## src/rtl/core_pkg.sv

```systemverilog
// Shared core types for the EX-stage multiply sequencer.
// Op/state encodings and ALU control mapping.
package core_pkg;

  localparam int XLEN  = 32;
  localparam int CNT_W = $clog2(XLEN) + 1;

  typedef enum logic [1:0] {
    MUL    = 2'b00,
    MULH   = 2'b01,
    MULHSU = 2'b10,
    MULHU  = 2'b11
  } mul_op_e;

  typedef enum logic [1:0] {
    IDLE = 2'b00,
    CALC = 2'b01,
    DONE = 2'b10
  } mul_state_e;

  localparam logic [4:0] ALU_MUL    = 5'h16;
  localparam logic [4:0] ALU_MULH   = 5'h17;
  localparam logic [4:0] ALU_MULHSU = 5'h18;
  localparam logic [4:0] ALU_MULHU  = 5'h19;

  // Map an ALU control code onto the multiplier op encoding.
  function automatic mul_op_e alu_to_mul_op(
    input logic [4:0] alu
  );
    mul_op_e op;
    op = MUL;
    unique case (alu)
      ALU_MULH:   op = MULH;
      ALU_MULHSU: op = MULHSU;
      ALU_MULHU:  op = MULHU;
      default:    op = MUL;
    endcase
    return op;
  endfunction

endpackage

```

## src/rtl/mul_shift_add_dp.sv

```systemverilog
// Shift-add datapath: accumulator, multiplier shift
// register, multiplicand, final negate and half select.
module mul_shift_add_dp
  import core_pkg::*;
(
  input  logic            clk,
  input  logic            rst_n,
  input  logic            load,
  input  logic            step,
  input  logic            fin,
  input  logic [XLEN-1:0] mcand_in,
  input  logic [XLEN-1:0] mplier_in,
  input  logic            neg,
  input  logic            sel_hi,
  output logic [XLEN-1:0] rsp_data
);

  logic [XLEN-1:0]   acc_q, acc_d;
  logic [XLEN-1:0]   mplier_q, mplier_d;
  logic [XLEN-1:0]   mcand_q, mcand_d;
  logic [XLEN-1:0]   rsp_q, rsp_d;
  logic [XLEN:0]     sum;
  logic [2*XLEN-1:0] prod;
  logic [2*XLEN-1:0] prod_fin;

  // One add/shift step, plus the signed fix-up of the product.
  always_comb begin
    sum      = {1'b0, acc_q}
             + (mplier_q[0] ? {1'b0, mcand_q}
                            : {(XLEN+1){1'b0}});
    prod     = {acc_q, mplier_q};
    prod_fin = neg ? (~prod + 1'b1) : prod;
    acc_d    = acc_q;
    mplier_d = mplier_q;
    mcand_d  = mcand_q;
    rsp_d    = rsp_q;
    unique case (1'b1)
      load: begin
        acc_d    = '0;
        mplier_d = mplier_in;
        mcand_d  = mcand_in;
      end
      step: begin
        acc_d    = sum[XLEN:1];
        mplier_d = {sum[0], mplier_q[XLEN-1:1]};
      end
      fin: begin
        rsp_d = sel_hi ? prod_fin[2*XLEN-1:XLEN]
                       : prod_fin[XLEN-1:0];
      end
      default: begin
      end
    endcase
  end

  // Datapath registers.
  always_ff @(posedge clk or negedge rst_n) begin
    if (!rst_n) begin
      acc_q    <= '0;
      mplier_q <= '0;
      mcand_q  <= '0;
      rsp_q    <= '0;
    end else begin
      acc_q    <= acc_d;
      mplier_q <= mplier_d;
      mcand_q  <= mcand_d;
      rsp_q    <= rsp_d;
    end
  end

  assign rsp_data = rsp_q;

endmodule

```

## src/rtl/mul_seq_ctrl.sv

```systemverilog
// Iterative multiply sequencer: FSM, iteration count,
// handshakes and operand sign handling.
module mul_seq_ctrl
  import core_pkg::*;
(
  input  logic            clk,
  input  logic            rst_n,
  input  logic            req_valid,
  output logic            req_ready,
  input  logic [1:0]      req_op,
  input  logic [XLEN-1:0] req_rs1,
  input  logic [XLEN-1:0] req_rs2,
  input  logic            flush,
  output logic            rsp_valid,
  input  logic            rsp_ready,
  output logic [XLEN-1:0] rsp_data,
  output logic            busy
);

  mul_state_e       state_q, state_d;
  logic [CNT_W-1:0] cnt_q, cnt_d;
  mul_op_e          op_q, op_d;
  logic             neg_q, neg_d;

  mul_op_e          in_op;
  logic             a_neg, b_neg;
  logic [XLEN-1:0]  rs1_abs, rs2_abs;
  logic             load, step, fin;

  // Operand sign bookkeeping on the request side.
  always_comb begin
    in_op   = mul_op_e'(req_op);
    a_neg   = req_rs1[XLEN-1]
            & (in_op == MULH || in_op == MULHSU);
    b_neg   = req_rs2[XLEN-1] & (in_op == MULH);
    rs1_abs = a_neg ? (~req_rs1 + 1'b1) : req_rs1;
    rs2_abs = b_neg ? (~req_rs2 + 1'b1) : req_rs2;
  end

  // Next state; the extra CALC cycle at cnt==XLEN
  // performs the negate/select into rsp_data.
  always_comb begin
    state_d   = state_q;
    cnt_d     = cnt_q;
    op_d      = op_q;
    neg_d     = neg_q;
    load      = 1'b0;
    step      = 1'b0;
    fin       = 1'b0;
    req_ready = (state_q == IDLE) && !flush;
    unique case (state_q)
      IDLE: begin
        if (req_valid && req_ready) begin
          load    = 1'b1;
          state_d = CALC;
          cnt_d   = '0;
          op_d    = in_op;
          neg_d   = a_neg ^ b_neg;
        end
      end
      CALC: begin
        if (cnt_q == CNT_W'(XLEN)) begin
          fin     = !flush;
          state_d = DONE;
        end else begin
          step  = 1'b1;
          cnt_d = cnt_q + 1'b1;
        end
      end
      DONE: begin
        if (rsp_ready) state_d = IDLE;
      end
      default: state_d = IDLE;
    endcase
    if (flush) state_d = IDLE;
  end

  // Control registers.
  always_ff @(posedge clk or negedge rst_n) begin
    if (!rst_n) begin
      state_q <= IDLE;
      cnt_q   <= '0;
      op_q    <= MUL;
      neg_q   <= 1'b0;
    end else begin
      state_q <= state_d;
      cnt_q   <= cnt_d;
      op_q    <= op_d;
      neg_q   <= neg_d;
    end
  end

  assign rsp_valid = (state_q == DONE);
  assign busy      = (state_q != IDLE);

  mul_shift_add_dp u_dp (
    .clk       (clk),
    .rst_n     (rst_n),
    .load      (load),
    .step      (step),
    .fin       (fin),
    .mcand_in  (rs1_abs),
    .mplier_in (rs2_abs),
    .neg       (neg_q),
    .sel_hi    (op_q != MUL),
    .rsp_data  (rsp_data)
  );

endmodule

```

## config.mk

```make
export PLATFORM = sky130hd
export DESIGN_NAME = mul_seq_ctrl
export DESIGN_NICKNAME = d
export VERILOG_FILES = /design/src/rtl/core_pkg.sv /design/src/rtl/mul_shift_add_dp.sv /design/src/rtl/mul_seq_ctrl.sv
export SDC_FILE = /design/constraint.sdc
export NUM_CORES = 1
export LEC_CHECK = 0
export CORE_MARGIN = 4
export CORE_UTILIZATION = 59
export DETAILED_ROUTE_END_ITERATION = 16
export GPL_TIMING_DRIVEN = 0
export PLACE_DENSITY = 0.82
export SETUP_SLACK_MARGIN = 0.3
export SLEW_MARGIN = 5
export SYNTH_ARGS = -nofsm -noshare
export SYNTH_HDL_FRONTEND = slang
export SYNTH_HIERARCHICAL = 1
export SYNTH_SLANG_ARGS = --single-unit
```

## constraint.sdc

```tcl
create_clock -name clk -period 4.9 [get_ports clk]
set_input_delay 0.98 -clock clk [delete_from_list [all_inputs] [get_ports clk]]
set_output_delay 0.98 -clock clk [all_outputs]
set_load 0.02 [all_outputs]
```

* Word-level counts from Yosys, hierarchy flattened
Index checks and enable logic that the tools add are counted.
Cells by class: reductions and logical operators 12, eq/ne operators 10, multiplexer cells 21, bitwise operators 6, add/subtract/negate cells 5
Operator list (count):
- two-way mux 32 bit | 4
- one-hot mux 32 bit (2 select lines) | 2
- adder 32 x 1 -> 32 bit (second input constant) | 2
- adder 64 x 1 -> 64 bit (second input constant) | 1
- two-way mux 64 bit | 1
- inverter 32 bit | 2
- inverter 64 bit | 1
- adder 32 x 33 -> 33 bit | 1
- two-way mux 6 bit | 2
- one-hot mux 6 bit (2 select lines) | 1
- two-way mux 2 bit | 4
- nonzero test 2 bit | 4
- adder 6 x 1 -> 6 bit (second input constant) | 1
- equality test 6 bit (second input constant) | 1
- two-way mux 1 bit | 6
- != test 3 x 2 -> 1 bit (second input constant) | 2
- one-hot mux 2 bit (3 select lines) | 1
- AND reduction 3 bit | 2
- equality test 2 x 1 -> 1 bit (second input constant) | 2
- equality test 2 bit (second input constant) | 2
- != test 3 bit (second input constant) | 1
- AND 1 bit | 2
- logical AND 1 bit | 2
- zero test 2 bit | 1
- other kinds (6) | 6
Word-level totals: output and inout port bits 35, register bits 139, word-level logic and storage cells 62

* Depth between registers and ports, before layout
Gate-level depths: netlist of the first run.
depth in word-level cells 6, depth in mapped cells 14, mapped depth without buffers 12

* Cells and area by module
The synthesis of the first run kept the hierarchy.
Modules (own cells, without submodules):
- mul_shift_add_dp | area an instance 8444.3 µm², cells each 925, times used 1
- mul_seq_ctrl | area an instance 2018.2 µm², cells each 272, times used 1

* Least setup slack after synthesis of the first run
No wires, ideal clock.
kind register to register, start register u_dp.mplier_q[0], end register u_dp.acc_q[31], period minus slack after synthesis 3.481 ns, path slack 1.419 ns, path buffers 2, cell stages (with the launch flop) 15, arrival time 3.404 ns, data required time 4.823 ns, cell sequence dfrtp_1 clkbuf_1 clkbuf_1 and2_1 ha_1 inv_1 fa_1 nor2b_1 o211ai_1 a311oi_1 nor4bb_1 o311ai_0 nand2_1 or4b_2 a21oi_1
On the way: longest elaborated chain between the ends 3
Ends and longest elaborated chain:
- start, declared | line mul_shift_add_dp.sv:19 | logic [XLEN-1:0] mplier_q, mplier_d;
- start signal, assigned | line mul_shift_add_dp.sv:65 | mplier_q <= mplier_d;
- two-way mux 32 bit | line mul_shift_add_dp.sv:29 | + (mplier_q[0] ? {1'b0, mcand_q}
- adder 32 x 33 -> 33 bit | line mul_shift_add_dp.sv:29
- one-hot mux 32 bit (2 select lines) | line mul_shift_add_dp.sv:37 | unique case (1'b1)
- end signal, assigned | line mul_shift_add_dp.sv:59 | acc_q <= '0;
- end signal, assigned | line mul_shift_add_dp.sv:64 | acc_q <= acc_d;
- end, declared | line mul_shift_add_dp.sv:18 | logic [XLEN-1:0] acc_q, acc_d;
Every way passes these cells. A chain may end at the register's enable or synchronous reset.

* Worst setup path after layout of the first run
Ends and elaborated chain as after synthesis.

==> results of run 1 <==
## per-layer routing
metal  vias up  routed length (um)  track usage
li1       4621                   -            -
met1      4730               12380       0.3854
met2       491               15070       0.5372
met3        98                2180      0.04579
met4         0                1228       0.1198
met5         -                   0            0
## cells by family after synthesis
family,synth area share
AOI/OAI and AO/OA,0.2002
xor gates and xnor gates,0.1189
adders and majority gates,0.04736
buffers and inverters,0.03552
DFF,0.3325
muxes,0.07534
and+or+nand+nor,0.1903
## cell usage in the layout, fill, tap and decap left out, drive strengths merged, types with 10 or more instances in the layout
cell	count
nand4	13
or4	15
and2	40
xnor2	55
a21o	23
nor4	15
buf	11
o21ai	90
a31oi	20
nor2b	11
clkdlybuf4s50	103
xor2	87
o31ai	28
inv	32
nor2	60
ha	38
dfrtp	139
or3	21
clkbuf	78
mux2	38
nor3	31
o41ai	12
nand2	125
a21oi	62
mux2i	36
o221ai	11
o22ai	26
nand3	10
nand2b	11
## metrics by stage
stage / TNS, ps / power [mW] / cell area, um2
after floorplan: 0 / 3.588 / 10460
after global placement: -357210 / 4.425 / 11790
after detailed placement: 0 / 4.494 / 11810
after CTS: 0 / 5.806 / 12400
after global routing: 0 / 6.204 / 12400
final: 0 / 5.872 / 12400
## timing repair
| action | 4_1_cts | 5_1_grt |
|---|---|---|
| hold endpoints to repair | 0 | 0 |
| cloned | 0 | 0 |
| endpoints found under the setup margin | 1 | 1 |
| resized for setup | 1 | 1 |
## worst max-delay path, stage by stage, from the launching register on
cell and delay [ps]:
dfrtp_1 320, clkbuf_2 300, clkbuf_1 350, and2_1 230, ha_1 210, inv_1 80
fa_1 420, nor2b_1 170, o211ai_1 160, a311oi_1 430, nor4bb_1 180, o311ai_1 430
nand2_1 140, or4b_2 630, a21oi_1 160
## registers in the layout, indices dropped and copies added, names as in the netlist
name           flops
neg_q              1
op_q               2
u_dp/mcand_q      32
u_dp/rsp_data     32
state_q            2
u_dp/acc_q        32
u_dp/mplier_q     32
cnt_q              6
## cell type report
type	instances	area (um2)	area share
Tap cell	225	281.5	0.02270
Timing Repair Buffer	105	1070	0.08627
Multi-Input combinational cell	962	6613	0.5332
Buffer	64	252.7	0.02038
Sequential cell	139	3478	0.2805
Clock buffer	23	467.9	0.03774
Clock inverter	8	117.6	0.009484
Inverter	32	120.1	0.009686
## where the power goes
part	internal, mW	leakage, nW	switching, mW	total [mW]
clock	0.820	0.287	0.476	1.30
combinational	1.10	3.20	1.50	2.60
sequential	1.49	1.75	0.483	1.98
## how the worst min path moves through the flow
| stage | startpoint | cells after the start | slack (ps) | to |
|---|---|---|---|---|
| 2_1_floorplan | u_dp/mcand_q[30]$_DFFE_PN0P_ | 1 | 470 | u_dp/mcand_q[30]$_DFFE_PN0P_ |
| 3_3_place_gp | u_dp/rsp_data[0]$_DFFE_PN0P_ | 1 | 460 | u_dp/rsp_data[0]$_DFFE_PN0P_ |
| 3_5_place_dp | u_dp/rsp_data[0]$_DFFE_PN0P_ | 1 | 470 | u_dp/rsp_data[0]$_DFFE_PN0P_ |
| 4_1_cts | u_dp/rsp_data[0]$_DFFE_PN0P_ | 1 | 480 | u_dp/rsp_data[0]$_DFFE_PN0P_ |
| 5_1_grt | u_dp/rsp_data[4]$_DFFE_PN0P_ | 1 | 500 | u_dp/rsp_data[4]$_DFFE_PN0P_ |
| 6_report | u_dp/rsp_data[0]$_DFFE_PN0P_ | 1 | 480 | u_dp/rsp_data[0]$_DFFE_PN0P_ |
==> flow_summary.toml, run 1 <==
[run_status]
outcome = "complete, no violations"

[sta]
finalCritPeriodShare = 0.8772
drv_slew = 0
period_needed_ps = 4298
hold_viol = 0
tightest_slew_ps = 896.5
setup_slack_ps = 601.5
fin_hold_ws_ps = 477.9
setup_viol = 0
max_freq_mhz = 232.6
skew_ps = 5.297
rsz0062_at_grt = "false"
maxSlewHeadroom = 0.4002

[critical_path]
start_kind = "register"
reg2reg_to = "u_dp/acc_q[31]$_DFFE_PN0P_"
r2r_start = "u_dp/mplier_q[0]$_DFFE_PN0P_"
worstSetupPathType = "reg -> reg"
end_kind = "register"
crit_fanout = 10
critPathArrivalTime_ps = 4640
critPathLaunch = "u_dp/mplier_q[0]$_DFFE_PN0P_"
required_ps = 5240
rrSetupSlack_ps = 600
endpoint = "u_dp/acc_q[31]$_DFFE_PN0P_"
reg2reg_depth = 14

[worst_hold_path]
hp-class = "reg -> reg"

[global_routing]
grtUsageTotal = 0.3084
overflow = 0
first_global_vias = 9518
grt_start_max_net_pins = 76
grt_pass1_wl_um = 49230
antenna_found_initial = 0

[drt]
drtPass1Iterations = 6
via_per_inst = 6.380
ant_nets = 0
initialDrtViolationCount = 869
route.detailed.drc = 0
via_count = 9940
wl_per_cell_um = 19.81
wirelength_um = 30860

[place]
dp_hpwl_um = 23570
place_inst = 1527
place_congestion = 0.9749
port-buffer-count = 104
pre_cts_ws_ps = 292.2

[cells_and_area]
drive_gt1_frac = 0.07052
fin_nets = 1431
syn2layout_area_growth_pct = 18.52
final.fill_count = 1391
final_cells = 1558
antenna_cells = 0
post-route-util = 0.7145

[yosys]
avgSynthCellArea_um2 = 8.741
yosysUniqueCellTypes = 70
synth_area_um2 = 10460
synth-edff-count = 0
synth_ff_type = "dfrtp_1"
synth_commonest_cells = "dfrtp_1, nand2_1, xor2_1"
synth.yosys.seq_area_share = 0.3325
yosysMostFrequentCell = "dfrtp_1"
yosysTopAreaCellShare = 0.3325
synth_nets = 1307
synth_cells = 1197
ys_ff_latch = 139
synthArstFlopShare = 1.000
synth_top_area_cell = "dfrtp_1"
yosysWarnings = 6
synth.top_cells.by_area = "dfrtp_1, xor2_1, xnor2_1, ha_1, nand2_1"

[pwr]
p_leak_nw = 5.230
power.density_nw_per_um2 = 473.5
ir_drop_v = 0.0003236

[clocking]
cts_root_buffer = "clkbuf_16"
clkLatencyLatePin_ps = 420
post_cts_buffers = 0
cts_num_sinks = 139
cts_tree = "built"
htree_num_levels = 4
cts_buffers = 17
ctsHoldBuffers = 0
cts_max_path_buffers = 2
path_clk_slew_ps = 60

[floorplan]
die_y_um = 141.2
rows = 48
num_io_pins = 106
coreArea_um2 = 17360
dieArea_um2 = 19930
initial_core_util = 0.6028
die_w_um = 141.2

[job]
max_cap_violations = 0
No activity file was read; power rests on OpenSTA's default activity.
==> inputs of run 2 (changes only) <==
- CAP_MARGIN: default -> 5
==> results of run 2 <==
Same layout as run 1: the final DEF is identical, and so are final timing and power.
==> inputs of run 3 (changes only) <==
- CORE_MARGIN: 4 -> default
==> run 3 against run 2 <==
Core utilization decreased by 0.21 points. First-iteration DRC count increased by 0.35%. Via count decreased by 1.6%. Worst hold slack improved by 2.5 ps. Global-route usage increased by 2.2 points. Power decreased by 3.1%. Cell area decreased by 0.64%. Clock power decreased by 12%. Non-clock buffer count unchanged. Clock skew increased by 2.9 ps. Critical endpoint unchanged.
==> flow_summary.toml, run 3 (synthesis results as in run 1) <==
[run_status]
outcome = "complete, no violations"

[drt]
ant_nets = 0
via_per_inst = 6.304
via_count = 9784
drtPass1Iterations = 5
initialDrtViolationCount = 872
wirelength_um = 29670
route.detailed.drc = 0
wl_per_cell_um = 19.12

[sta]
rsz0062_at_grt = "false"
tightest_slew_ps = 852.7
drv_slew = 0
setup_tns_ps = 0
maxSlewHeadroom = 0.4294
skew_ps = 8.231
hold_viol = 0
setup_viol = 0
period_needed_ps = 4368
fin_hold_ws_ps = 480.4
setup_slack_ps = 532.2
max_freq_mhz = 228.9
finalCritPeriodShare = 0.8914

[cells_and_area]
layout_commonest_cell = "dfrtp_1"
fin_area_um2 = 12320
multi_input_area_um2 = 6613
antenna_cells = 0
mostFrequentLayoutCells = "dfrtp_1, nand2_1, clkdlybuf4s50_1"
drive_gt1_frac = 0.06858
final-seq-area_um2 = 3478
fin_nets = 1431
final_cells = 1552
syn2layout_area_growth_pct = 17.77
post-route-util = 0.7124
final.fill_count = 1372

[place]
place_congestion = 0.9813
place_inst = 1527
pre_cts_ws_ps = 249.7
placed_area_um2 = 11810
dp_hpwl_um = 23080
port-buffer-count = 104

[clocking]
cts_root_buffer = "clkbuf_16"
htree_num_levels = 4
cts_num_sinks = 139
clkLatencyLatePin_ps = 420
cts_max_path_buffers = 2
cts_buffers = 17
path_clk_slew_ps = 50
cts_tree = "built"
ctsHoldBuffers = 0

[critical_path]
rrSetupSlack_ps = 530
crit_fanout = 10
required_ps = 5240
worstSetupPathType = "reg -> reg"
end_kind = "register"
critPathArrivalTime_ps = 4710
start_kind = "register"

[floorplan]
dieArea_um2 = 18270
coreArea_um2 = 17300
die_y_um = 135.2
num_io_pins = 106
initial_core_util = 0.6049
die_w_um = 135.2
rows = 48

[global_routing]
overflow = 0
grt_pass1_wl_um = 46620
met1_usage = 0.4219
antenna_found_initial = 0
first_global_vias = 8996
use_met2 = 0.5550
grt_start_max_net_pins = 77
busiest_layer = "met2"
globalRouteMet3Util = 0.04564
grtUsageTotal = 0.3305

[pwr]
p_leak_nw = 5.198
ir_drop_v = 0.0002592
power.density_nw_per_um2 = 461.9
p_total_mw = 5.692

[job]
max_cap_violations = 0

[worst_hold_path]
hp-class = "reg -> reg"
## run 3: critical path, cell delays in order, from the launching register on
cell and delay [ps]:
dfrtp_1 330, clkbuf_2 300, clkbuf_1 340, and2_1 230
ha_1 210, inv_1 70, fa_1 400, nor2b_1 160
o211ai_1 170, a311oi_1 430, nor4bb_1 170, o311ai_1 490
nand2_1 170, or4b_2 650, a21oi_1 160
## run 3: area by class of cell
type,count,area share
Multi-Input combinational cell,962,0.5367
Sequential cell,139,0.2823
Timing Repair Buffer,105,0.08682
Clock buffer,20,0.03706
Tap cell,225,0.02285
Buffer,64,0.02051
Inverter,32,0.009748
Clock inverter,5,0.004062
## run 3: layer usage
metal | wire [um] | vias to the layer above
li1 | - | 4616
met5 | 0 | -
met1 | 12390 | 4657
met3 | 1832 | 78
met4 | 1264 | 0
met2 | 14180 | 433
## run 3: worst paths after layout
kind                                               from                           end  depth (start not counted)
setup / recovery           u_dp/mplier_q[0]$_DFFE_PN0P_    u_dp/acc_q[31]$_DFFE_PN0P_                         14
hold / removal             u_dp/rsp_data[7]$_DFFE_PN0P_  u_dp/rsp_data[7]$_DFFE_PN0P_                          1
setup reg to reg           u_dp/mplier_q[0]$_DFFE_PN0P_    u_dp/acc_q[31]$_DFFE_PN0P_                         14
hold reg to reg            u_dp/rsp_data[7]$_DFFE_PN0P_  u_dp/rsp_data[7]$_DFFE_PN0P_                          1
max in group asynchronous                         rst_n    u_dp/acc_q[22]$_DFFE_PN0P_                          2
min in group asynchronous                         rst_n          cnt_q[4]$_DFFE_PN0P_                          1
## run 3: report_power, final
part	total (mW)	internal (mW)	switching, mW
clock network	1.15	0.698	0.447
logic	2.58	1.10	1.48
registers	1.97	1.49	0.475
total	5.69	3.29	2.40
## run 3: timing repair
action,4_1_cts,5_1_grt
cloned,0,0
gates resized for setup,1,1
setup buffers,0,0
endpoints found under the setup margin,1,1
